`src/rtl/fifo_tx_sched_if.sv`:
```
// fifo_tx_sched_if: FIFO read port plus UART TX start/busy handshake bundle.
interface fifo_tx_sched_if #(parameter int DSIZE = 8);
  logic             fifo_empty;
  logic [DSIZE-1:0] fifo_rdata;
  logic             fifo_rinc;
  logic             tx_busy;
  logic             tx_start;
  logic [DSIZE-1:0] tx_data;
  modport master (input fifo_empty, fifo_rdata, tx_busy, output fifo_rinc, tx_start, tx_data);
  modport slave (output fifo_empty, fifo_rdata, tx_busy, input fifo_rinc, tx_start, tx_data);
endinterface

```
`src/rtl/fifo_tx_sched.sv`:
```
// fifo_tx_sched: drains the TX FIFO one byte at a time into the UART transmitter with inter-byte gap and sent counter.
// Defining FIFO_TX_PAUSE_EN adds a pause input that blocks new launches.
module fifo_tx_sched #(
  parameter int DSIZE = 8,
  parameter int GAPW  = 16,
  parameter int CNTW  = 16
) (
  input  logic            rclk,
  input  logic            rst_n,
  input  logic            en,
`ifdef FIFO_TX_PAUSE_EN
  input  logic            pause,
`endif
  input  logic [GAPW-1:0] gap_cycles,
  fifo_tx_sched_if.master bus,
  output logic            active,
  output logic [CNTW-1:0] sent_cnt
);
  typedef enum logic [1:0] {IDLE, START, WAIT_DONE, GAP} state_t;
  state_t            state_q, state_d;
  logic              fifo_rinc_q, fifo_rinc_d;
  logic              tx_start_q, tx_start_d;
  logic              active_q, active_d;
  logic [DSIZE-1:0]  tx_data_q, tx_data_d;
  logic [CNTW-1:0]   sent_cnt_q, sent_cnt_d;
  logic [GAPW-1:0]   gap_q, gap_d;
  logic              blocked;
`ifdef FIFO_TX_PAUSE_EN
  assign blocked = pause;
`else
  assign blocked = 1'b0;
`endif
  always_comb begin
    state_d     = state_q;
    fifo_rinc_d = 1'b0;
    tx_start_d  = tx_start_q;
    tx_data_d   = tx_data_q;
    sent_cnt_d  = sent_cnt_q;
    gap_d       = gap_q;
    case (state_q)
      IDLE: begin
        if (en && !blocked && !bus.fifo_empty && !bus.tx_busy) begin
          tx_data_d   = bus.fifo_rdata;
          fifo_rinc_d = 1'b1;
          tx_start_d  = 1'b1;
          state_d     = START;
        end
      end
      START: begin
        if (bus.tx_busy) begin
          tx_start_d = 1'b0;
          state_d    = WAIT_DONE;
        end
      end
      WAIT_DONE: begin
        if (!bus.tx_busy) begin
          sent_cnt_d = sent_cnt_q + CNTW'(1);
          gap_d      = gap_cycles;
          state_d    = (gap_cycles == '0) ? IDLE : GAP;
        end
      end
      GAP: begin
        gap_d   = gap_q - GAPW'(1);
        state_d = (gap_q <= GAPW'(1)) ? IDLE : GAP;
      end
      default: begin
        state_d    = IDLE;
        tx_start_d = 1'b0;
      end
    endcase
    active_d = (state_d != IDLE);
  end
  always_ff @(posedge rclk or negedge rst_n) begin
    if (!rst_n) begin
      state_q     <= IDLE;
      fifo_rinc_q <= 1'b0;
      tx_start_q  <= 1'b0;
      active_q    <= 1'b0;
      tx_data_q   <= '0;
      sent_cnt_q  <= '0;
      gap_q       <= '0;
    end else begin
      state_q     <= state_d;
      fifo_rinc_q <= fifo_rinc_d;
      tx_start_q  <= tx_start_d;
      active_q    <= active_d;
      tx_data_q   <= tx_data_d;
      sent_cnt_q  <= sent_cnt_d;
      gap_q       <= gap_d;
    end
  end
  assign bus.fifo_rinc = fifo_rinc_q;
  assign bus.tx_start  = tx_start_q;
  assign bus.tx_data   = tx_data_q;
  assign active        = active_q;
  assign sent_cnt      = sent_cnt_q;
endmodule
```
`src/flat_wrapper.sv`:
```
// flat-port wrapper written by rule: the top's interface ports become plain ports
module fifo_tx_sched_flat 
#(
  parameter int DSIZE = 8,
  parameter int GAPW  = 16,
  parameter int CNTW  = 16
)
  (rclk, rst_n, en, gap_cycles, active, sent_cnt, bus_fifo_empty, bus_fifo_rdata, bus_tx_busy, bus_fifo_rinc, bus_tx_start, bus_tx_data);
  fifo_tx_sched_if #(.DSIZE(DSIZE)) bus_i ();
  input  logic rclk;
  input  logic rst_n;
  input  logic en;
  input  logic [GAPW-1:0] gap_cycles;
  output logic active;
  output logic [CNTW-1:0] sent_cnt;
  input wire logic [$bits(bus_i.fifo_empty)-1:0] bus_fifo_empty;
  input wire logic [$bits(bus_i.fifo_rdata)-1:0] bus_fifo_rdata;
  input wire logic [$bits(bus_i.tx_busy)-1:0] bus_tx_busy;
  output wire logic [$bits(bus_i.fifo_rinc)-1:0] bus_fifo_rinc;
  output wire logic [$bits(bus_i.tx_start)-1:0] bus_tx_start;
  output wire logic [$bits(bus_i.tx_data)-1:0] bus_tx_data;
  assign bus_i.fifo_empty = bus_fifo_empty;
  assign bus_i.fifo_rdata = bus_fifo_rdata;
  assign bus_i.tx_busy = bus_tx_busy;
  assign bus_fifo_rinc = bus_i.fifo_rinc;
  assign bus_tx_start = bus_i.tx_start;
  assign bus_tx_data = bus_i.tx_data;
  fifo_tx_sched #(.DSIZE(DSIZE), .GAPW(GAPW), .CNTW(CNTW)) u_core (.rclk(rclk), .rst_n(rst_n), .en(en), .gap_cycles(gap_cycles), .bus(bus_i), .active(active), .sent_cnt(sent_cnt));
endmodule
```
`config.mk`:
```
export PLATFORM = sky130hd
export DESIGN_NAME = fifo_tx_sched_flat
export DESIGN_NICKNAME = d
export VERILOG_FILES = /design/src/rtl/fifo_tx_sched_if.sv /design/src/rtl/fifo_tx_sched.sv /design/src/flat_wrapper.sv
export SDC_FILE = /design/constraint.sdc
export NUM_CORES = 1
export LEC_CHECK = 0
export ABC_AREA = 1
export ABC_CLOCK_PERIOD_IN_PS = 1450
export CAP_MARGIN = 25
export CELL_PAD_IN_SITES_DETAIL_PLACEMENT = 1
export CELL_PAD_IN_SITES_GLOBAL_PLACEMENT = 2
export CORE_UTILIZATION = 28
export CTS_CLUSTER_SIZE = 25
export DETAILED_ROUTE_END_ITERATION = 10
export PLACE_DENSITY = 0.84
export SYNTH_ARGS = -nofsm -noshare
export SYNTH_HDL_FRONTEND = slang
export SYNTH_SLANG_ARGS = --single-unit
```
`constraint.sdc`:
```
create_clock -name rclk -period 1.45 [get_ports rclk]
set_input_delay 0.3625 -clock rclk [delete_from_list [all_inputs] [get_ports rclk]]
set_output_delay 0.3625 -clock rclk [all_outputs]
set_load 0.01 [all_outputs]
```
==> After elaboration in Yosys (flattened, before gate mapping) <==
Index checks and enable logic that the tools add are counted.
{ "classes": {"magnitude_cmp": 1, "mux": 13, "n_mul": 0, "shift": 0, "bitwise_logic": 1, "n_div": 0, "add_sub_neg": 2, "reduce_logical": 13, "eq_ne": 6} }
{ "op_table": {"columns": ["operator", "n"], "rows": [
  ["case mux 16 bit (2 select lines)", 1],
  ["adder 16 x 1 -> 16 bit, second input constant", 1],
  ["less-or-equal comparator 16 x 1 -> 1 bit, second input constant", 1],
  ["zero test 16 bit", 1],
  ["2-to-1 mux 16 bit", 1],
  ["subtractor 16 x 1 -> 16 bit, second input constant", 1],
  ["2-to-1 mux 2 bit", 5],
  ["case mux 2 bit (4 select lines)", 1],
  ["AND reduction 2 bit", 3],
  ["nonzero test 2 bit", 3],
  ["== test 2 bit, second input constant", 2],
  ["2-to-1 mux 1 bit", 4],
  ["!= test 2 bit, second input constant", 2],
  ["AND reduction 3 bit", 1],
  ["== test 2 x 1 -> 1 bit, second input constant", 1],
  ["logical AND 1 bit", 2],
  ["zero test 1 bit", 2],
  ["zero test 2 bit", 1],
  ["!= test 2 x 1 -> 1 bit, second input constant", 1],
  ["case mux 1 bit (2 select lines)", 1],
  ["inverter 1 bit", 1]
]} }
{ "totals": {"mem_count": 0, "latch_bits": 0, "mem_bits_ro": 0, "ramBits": 0, "in_bits": 29, "out_inout_bits": 27, "reg_bits": 45} }

==> Longest topological paths before layout <==
Gate-level depths: netlist (run 1).
{ "logic_depth": {"ltp_word": 6, "depth_mapped": 10} }

==> Least setup slack after synthesis (run 1) <==
No wires, ideal clock.
{ "synth_timing": {"kind": "register to register", "start": "reg u_core.gap_q[1]", "end": "reg u_core.gap_q[6]", "required_time_ns": 1.327, "stages_incl_launch_ff": 10, "setup_ns": 0.123, "t_arrival_ns": 1.202, "path_buffers": 0, "period_less_slack_ns": 1.325, "path_slack_ns": 0.125, "path_cell_list": "dfrtp_1 > inv_1 > ha_1 > nand2_1 > nor2_1 > inv_1 > nand2_1 > inv_1 > o21ai_0 > nand2_1"} }
{ "synth_via": {"elab_chain_len": 2} }
{ "synth_lines": {"columns": ["item", "line_no", "text"], "rows": [
  ["from (decl)", "fifo_tx_sched.sv:26", "logic [GAPW-1:0] gap_q, gap_d;"],
  ["from (signal assigned)", "fifo_tx_sched.sv:89", "gap_q <= gap_d;"],
  ["subtractor 16 x 1 -> 16 bit", "fifo_tx_sched.sv:63", "gap_d = gap_q - GAPW'(1);"],
  ["case mux 16 bit (2 select lines)", "fifo_tx_sched.sv:40", "case (state_q)"]
]} }
Every way passes these cells.
A chain may end at the register's enable or synchronous reset.

==> Final worst setup path (run 1) <==
{ "layout_timing": {"start": "reg u_core.sent_cnt_q[0], in the netlist u_core.sent_cnt[0]", "end": "out sent_cnt[0]"} }
{ "layout_lines": {"columns": ["item", "line_no", "text"], "rows": [
  ["from (decl)", "fifo_tx_sched.sv:25", "logic [CNTW-1:0] sent_cnt_q, sent_cnt_d;"],
  ["from (signal assigned)", "fifo_tx_sched.sv:88", "sent_cnt_q <= sent_cnt_d;"],
  ["to (decl)", "flat_wrapper.sv:15", "output logic [CNTW-1:0] sent_cnt;"]
]} }
No word-level cell between the ends.

==> out/metrics.yaml, run 1 <==
path_depth: 1
critPathCapture: "sent_cnt[0]"
clock-root-buffer: "clkbuf_8"
antenna_found_initial: 0
synth.top_cell.area_share_pct: 44.8
fmax_ghz: 0.696
nets: 478
worst_setup_path_start_kind: "flop"
syn_area_mm2: 0.00251
finalMaxSlewViolations: 0
cap_viol_max_count: 0
num_vias: 2531
rsz0062_at_grt: "true"
port_buffers: 55
numCtsBuffers: 5
die_w_um: 96.7
arrival_ns: 1.07
post-route-period-util_pct: 99.1
r2r-start: "u_core.sent_cnt[1]"
max_stage_delay_ns: 0.47
syn2layout_area_growth_pct: 53.8
viasPerCell: 4.57
worst_slack_ns: 0.0134
pre_cts_slack_ns: -0.358
gp_congestion: 0.804
core_area_mm2: 0.00872
cts.clk_slew.worst_paths_ns: 0.09
cp.buffers_inverters: 1
r2r_setup_slack_ns: 0.02
grt.total_usage_pct: 16.7
clock_latency_ns: 0.30
crit_slowest_cell: "dfrtp_2"
drc: 0
status: "complete, no violations"
synth_cell_types: 31
start_util_pct: 28.8
die_y_um: 96.7
grt_max_degree: 46
yosys_warnings: 0
drive_gt1_share_pct: 24.4
hpwl_um: 5640
synth_largest_area_cell: "dfrtp_1"
drt_iter0_drc: 53
grt_pass1_wl_um: 12700
fin_cells: 554
end_kind: "output port"
setup_viol: 0
p_leak_nw: 1.90
htreeDepth: 2
avgRoutedWirePerCell_um: 13.7
slew-limit-headroom_pct: 80.6
fin_crit_ns: 1.44
ant_nets: 0
synth_fp_nets: 366
power_density_mw_per_mm2: 621
finClkSkew_ns: 0.0131
reg2regPathDepth: 7
dr.pass1.iters: 4
io_pins: 56
crit_chain: "dlygate4sd2_1"
hold_viol: 0
startpoint: "u_core.sent_cnt[0]"
rows: 34
final_core_util_pct: 44.3
hp-class: "in -> async"
tritoncts: "built"
crit_type: "reg -> out"
clk_path_buf_depth: 2
synth_area_per_cell_um2: 7.52
r2r-end: "u_core.sent_cnt[6]"
critPathRequiredTime_ns: 1.09
grt_pass1_vias: 2730
post-place-cells: 534
overflow: 0
dieArea_mm2: 0.00935
tightest_slew_ns: 0.290
synthTopCellsByArea: "dfrtp_1 (45%), nand2_1 (16%), nor2_1 (7.2%)"
synth_cells: 334
yosysSeqAreaShare_pct: 44.8
critPathTopFamily: "flip-flops"
antenna_cells: 0
ctsHoldBuffers: 0
cp_max_fo: 4
synth_seq_cells: 45
vdd_drop_max_v: 0.000336
clock_sinks: 45
totalWireLength_um: 7600
flip-flops by register name, summed over array words and instances, names as in the netlist:
signal	flops
u_core.sent_cnt	16
u_core.active	1
u_core.bus.tx_start	1
u_core.state_q	2
u_core.bus.tx_data	8
u_core.bus.fifo_rinc	1
u_core.gap_q	16
synthesized netlist by cell type:
library cell,n
a21oi_1,5
a22oi_1,7
a31oi_1,1
buf_2,3
buf_4,1
clkbuf_1,1
clkinv_1,1
dfrtp_1,45
ha_1,3
inv_1,32
inv_2,4
nand2_1,109
nand2_2,1
nand2_4,2
nand3_1,20
nand3_2,1
nand4_1,6
nor2_1,48
nor2_2,3
nor2_4,2
nor2_8,1
nor3_1,5
nor3_2,1
nor3_4,1
o211ai_1,2
o21ai_0,12
o21ai_1,1
o221ai_1,2
o311ai_0,1
xnor2_1,6
xor2_1,7
worst min-delay path by stage:
stage	end	slack, ns	depth (start not counted)
CTS	u_core.gap_q[8]	0.04	2
finish	u_core.gap_q[6]	0.03	2
detailed placement	u_core.gap_q[8]	0.37	2
global route	u_core.gap_q[6]	0.06	2
global placement	u_core.gap_q[6]	0.37	2
floorplan	u_core.active	0.07	0
layer usage:
metal | vias up | global-route usage [%] | part of all wire (%)
met5 | - | 0 | 0
met4 | 0 | 3.10 | 0.74
met3 | 5 | 3.25 | 3.8
met2 | 43 | 30.7 | 52
met1 | 1203 | 20.3 | 44
li1 | 1280 | - | -
through the flow:
stage / total power (W) / area, um^2 / hold WS (ns) / TNS [ns]
final: 0.00240 / 3860 / 0.0253 / 0
after floorplan: 0.00131 / 2510 / 0.0669 / 0
after global placement: 0.00148 / 3530 / 0.367 / -6.62
after CTS: 0.00243 / 3730 / 0.0412 / 0
after detailed placement: 0.00148 / 3530 / 0.372 / -8.66
after global routing: 0.00248 / 3860 / 0.0555 / -0.149
cells in the final DEF (no fill, tap or decap), drive strengths merged, types with 2 or more instances in the layout:
| cell type | count |
|---|---|
| ha | 3 |
| nand4 | 6 |
| o211ai | 2 |
| clkbuf | 5 |
| o221ai | 2 |
| a22oi | 7 |
| o21ai | 13 |
| nand2 | 112 |
| xor2 | 7 |
| dlygate4sd2 | 25 |
| nand3 | 21 |
| nor3 | 7 |
| inv | 36 |
| a21oi | 5 |
| clkinv | 2 |
| clkdlybuf4s50 | 26 |
| buf | 57 |
| dfrtp | 45 |
| nor2 | 54 |
| xnor2 | 6 |
layout make-up:
cell class / count / area, um^2
clock buffers: 5 / 68.8
clock inverters: 2 / 35.0
fillers: 1078 / 4860
inverters: 37 / 139
multi-input cells: 247 / 1360
flip-flops and latches: 45 / 1130
well taps: 108 / 135
repair buffers: 110 / 996
power breakdown:
part           switching (W)  internal, W
logic              0.0000730     0.000113
registers         0.00000719      0.00126
clock network       0.000442     0.000502
cells by family after synthesis:
logic type	Yosys count	synth area share, %
compound gates	31	7.57
xor+xnor	13	4.53
fa+ha+maj	3	1.49
buf+inv	42	6.58
flops	45	44.8
simple gates	200	35.0
repair_timing:
item	in CTS	in global routing
setup endpoints to repair	38	19
buffers inserted	9	5
pin swaps	2	13
resized for setup	44	31
No activity file was read; power rests on OpenSTA's default activity.
==> run 2: changes to the inputs <==
--- a/config.mk
+++ b/config.mk
@@ -10,10 +10,11 @@
 export CAP_MARGIN = 25
 export CELL_PAD_IN_SITES_DETAIL_PLACEMENT = 1
 export CELL_PAD_IN_SITES_GLOBAL_PLACEMENT = 2
-export CORE_UTILIZATION = 28
+export CORE_UTILIZATION = 29
+export CTS_BUF_LIST = sky130_fd_sc_hd__clkbuf_8
 export CTS_CLUSTER_SIZE = 25
 export DETAILED_ROUTE_END_ITERATION = 10
-export PLACE_DENSITY = 0.84
+export PLACE_DENSITY = 0.86
 export SYNTH_ARGS = -nofsm -noshare
 export SYNTH_HDL_FRONTEND = slang
 export SYNTH_SLANG_ARGS = --single-unit
==> run 2 against run 1 <==
  * The flow now finishes with violations (setup timing)
  * Core utilization rose by 2.5 points
  * Cell area rose by 0.49%
  * Register-to-register slack worse by 0.02 ns
  * Global-route usage increased by 1.8 points
  * Cell count fell by 0.18%
  * Total power increased by 3.4%
==> out/metrics.yaml, run 2 (same netlist as run 1, synthesis figures left out) <==
tritoncts: "built"
post-route-period-util_pct: 100  # +1.1 points
antenna_cells: 0  # unchanged
htreeDepth: 2  # unchanged
p_leak_nw: 1.95  # +2.6%
tightest_slew_ns: 0.277  # -0.0130 ns
totalWireLength_um: 8040  # +5.8%
clk_path_buf_depth: 2  # unchanged
arrival_ns: 1.66  # +0.59 ns
end_kind: "flop"
ctsHoldBuffers: 0  # unchanged
drive_gt1_share_pct: 25.2  # +0.78 points
port_buffers: 55  # unchanged
drt_iter0_drc: 50  # -5.7%
dieArea_mm2: 0.00904  # -3.4%
gp_congestion: 0.754  # -6.2%
max_stage_delay_ns: 0.40  # -0.07 ns
dr.pass1.iters: 4  # unchanged
slew-limit-headroom_pct: 81.3  # +0.69 points
rows: 33  # -2.9%
finalMaxSlewViolations: 0  # unchanged
total_power_w: 0.00248  # +3.4%
avgRoutedWirePerCell_um: 14.5  # +6.0%
violations: "setup timing"
final-seq-area_mm2: 0.00113  # -0.22%
numCtsBuffers: 5  # unchanged
num_vias: 2624  # +3.7%
finClkSkew_ns: 0.00974  # -0.00340 ns
vdd_drop_max_v: 0.000298  # -11%
core_area_mm2: 0.00830  # -4.8%
grt_max_degree: 46  # unchanged
hp-class: "in -> async"
crit_chain: "buf_6 > nand3_1 > buf_6 > nor2_8 > nand2_4 > nor2_4 > nand3_1 > nand2_1 > inv_1"
fin_cells: 553  # -0.18%
overflow: 0  # unchanged
final_core_util_pct: 46.8  # +2.5 points
nets: 479  # +0.21%
grt_pass1_vias: 2751  # +0.77%
grt_pass1_wl_um: 12900  # +1.2%
rsz0062_at_grt: "true"
grt.total_usage_pct: 18.5  # +1.8 points
multiInputGateArea_mm2: 0.00137  # +0.65%
crit_slowest_cell: "dfrtp_1"
pre_cts_slack_ns: -0.395  # -0.0375 ns
worst_slack_ns: -0.00296  # -0.0164 ns
crit_type: "reg -> reg"
die_y_um: 95.1  # -1.7%
post-place-cells: 529  # -0.94%
cts.clk_slew.worst_paths_ns: 0.09  # about the same
finalInstanceArea_mm2: 0.00388  # +0.49%
start_util_pct: 30.3  # +1.5 points
fin_crit_ns: 1.45  # +0.0164 ns
power_density_mw_per_mm2: 639  # +2.9%
cap_viol_max_count: 0  # unchanged
final_cell_mix: "nand2_1 (106), buf_4 (48), dfrtp_1 (44)"
critPathRequiredTime_ns: 1.66  # +0.57 ns
cp_max_fo: 4  # unchanged
antenna_found_initial: 0  # unchanged
setup_viol: 1  # +1
viasPerCell: 4.75  # +3.9%
fillerInstances: 1005  # -6.8%
clock_sinks: 45  # unchanged
clock_latency_ns: 0.31  # about the same
hold_viol: 0  # unchanged
fmax_ghz: 0.688  # -1.1%
worst_setup_path_start_kind: "flop"
syn2layout_area_growth_pct: 54.5
die_w_um: 95.1  # -1.7%
ant_nets: 0  # unchanged
clock-root-buffer: "clkbuf_8"
io_pins: 56  # unchanged
status: "finished, violations left"
final_common_cell: "nand2_1"
place_area_mm2: 0.00350  # -0.89%
drc: 0  # unchanged
hpwl_um: 5650  # +0.22%
==> run 2: cell count changes in the layout (fill, tap and decap cells not counted), moves of 2 or more <==
cell / delta
clkinvlp_4: +2
dfrtp_1: +2
dfrtp_2: -2
inv_2: -2
nor2_1: -4
nor2_2: +4
nor3_2: -2
nor3_4: +2
==> run 2: metrics by stage <==
| step | setup TNS [ns] | hold WS, ns |
|---|---|---|
| finish | -0.00296 | 0.0118 |
| CTS | 0 | 0.0320 |
| global route | -0.365 | 0.0271 |
| global placement | -7.01 | 0.366 |
| floorplan | 0 | 0.0669 |
| detailed placement | -8.48 | 0.371 |
==> run 2: path summary, 6_finish.rpt <==
path	end	startpoint	slack, ns	cells past startpoint
worst min register to register	u_core.bus.tx_data[2]	u_core.bus.tx_data[2]	0.50	2
max in group asynchronous	u_core.gap_q[7]	rst_n	1.17	2
worst max register to register	u_core.sent_cnt[13]	u_core.sent_cnt[2]	-0.003	9
worst min-delay path	u_core.gap_q[5]	rst_n	0.01	2
worst max-delay path	u_core.sent_cnt[13]	u_core.sent_cnt[2]	-0.003	9
min in group rclk	u_core.bus.tx_data[2]	u_core.bus.tx_data[2]	0.50	2
==> run 2: metal layers <==
metal / vias to the layer above / share of wire, % / track usage [%]
li1: 1283 / - / -
met1: 1292 / 45 / 22.9
met2: 42 / 51 / 33.1
met3: 7 / 3.0 / 3.27
met4: 0 / 0.88 / 4.55
met5: - / 0 / 0
==> run 2: cell type report <==
type / instances / area share, %
Tap cell: 105 / 3.39
Inverter: 37 / 3.74
Clock buffer: 6 / 2.13
Multi-Input combinational cell: 247 / 35.2
Timing Repair inverter: 1 / 0.129
Sequential cell: 45 / 29.1
Timing Repair Buffer: 110 / 25.4
Clock inverter: 2 / 0.967
==> run 2: critical path, delay by kind of cell, from the launching register on <==
family,cells,cell delay [ns]
buf+inv,3,0.34
flops,1,0.40
simple gates,6,0.61
==> run 2: timing repair <==
action	CTS	global route
pin swaps	3	10
gates cloned	0	1
gates resized for setup	36	44
setup buffers	9	6
endpoints found under the setup margin	33	30
==> run 2: power breakdown <==
group / switching [W] / internal (W)
clock: 0.000465 / 0.000561
sequential: 0.00000460 / 0.00126
combinational: 0.0000751 / 0.000112
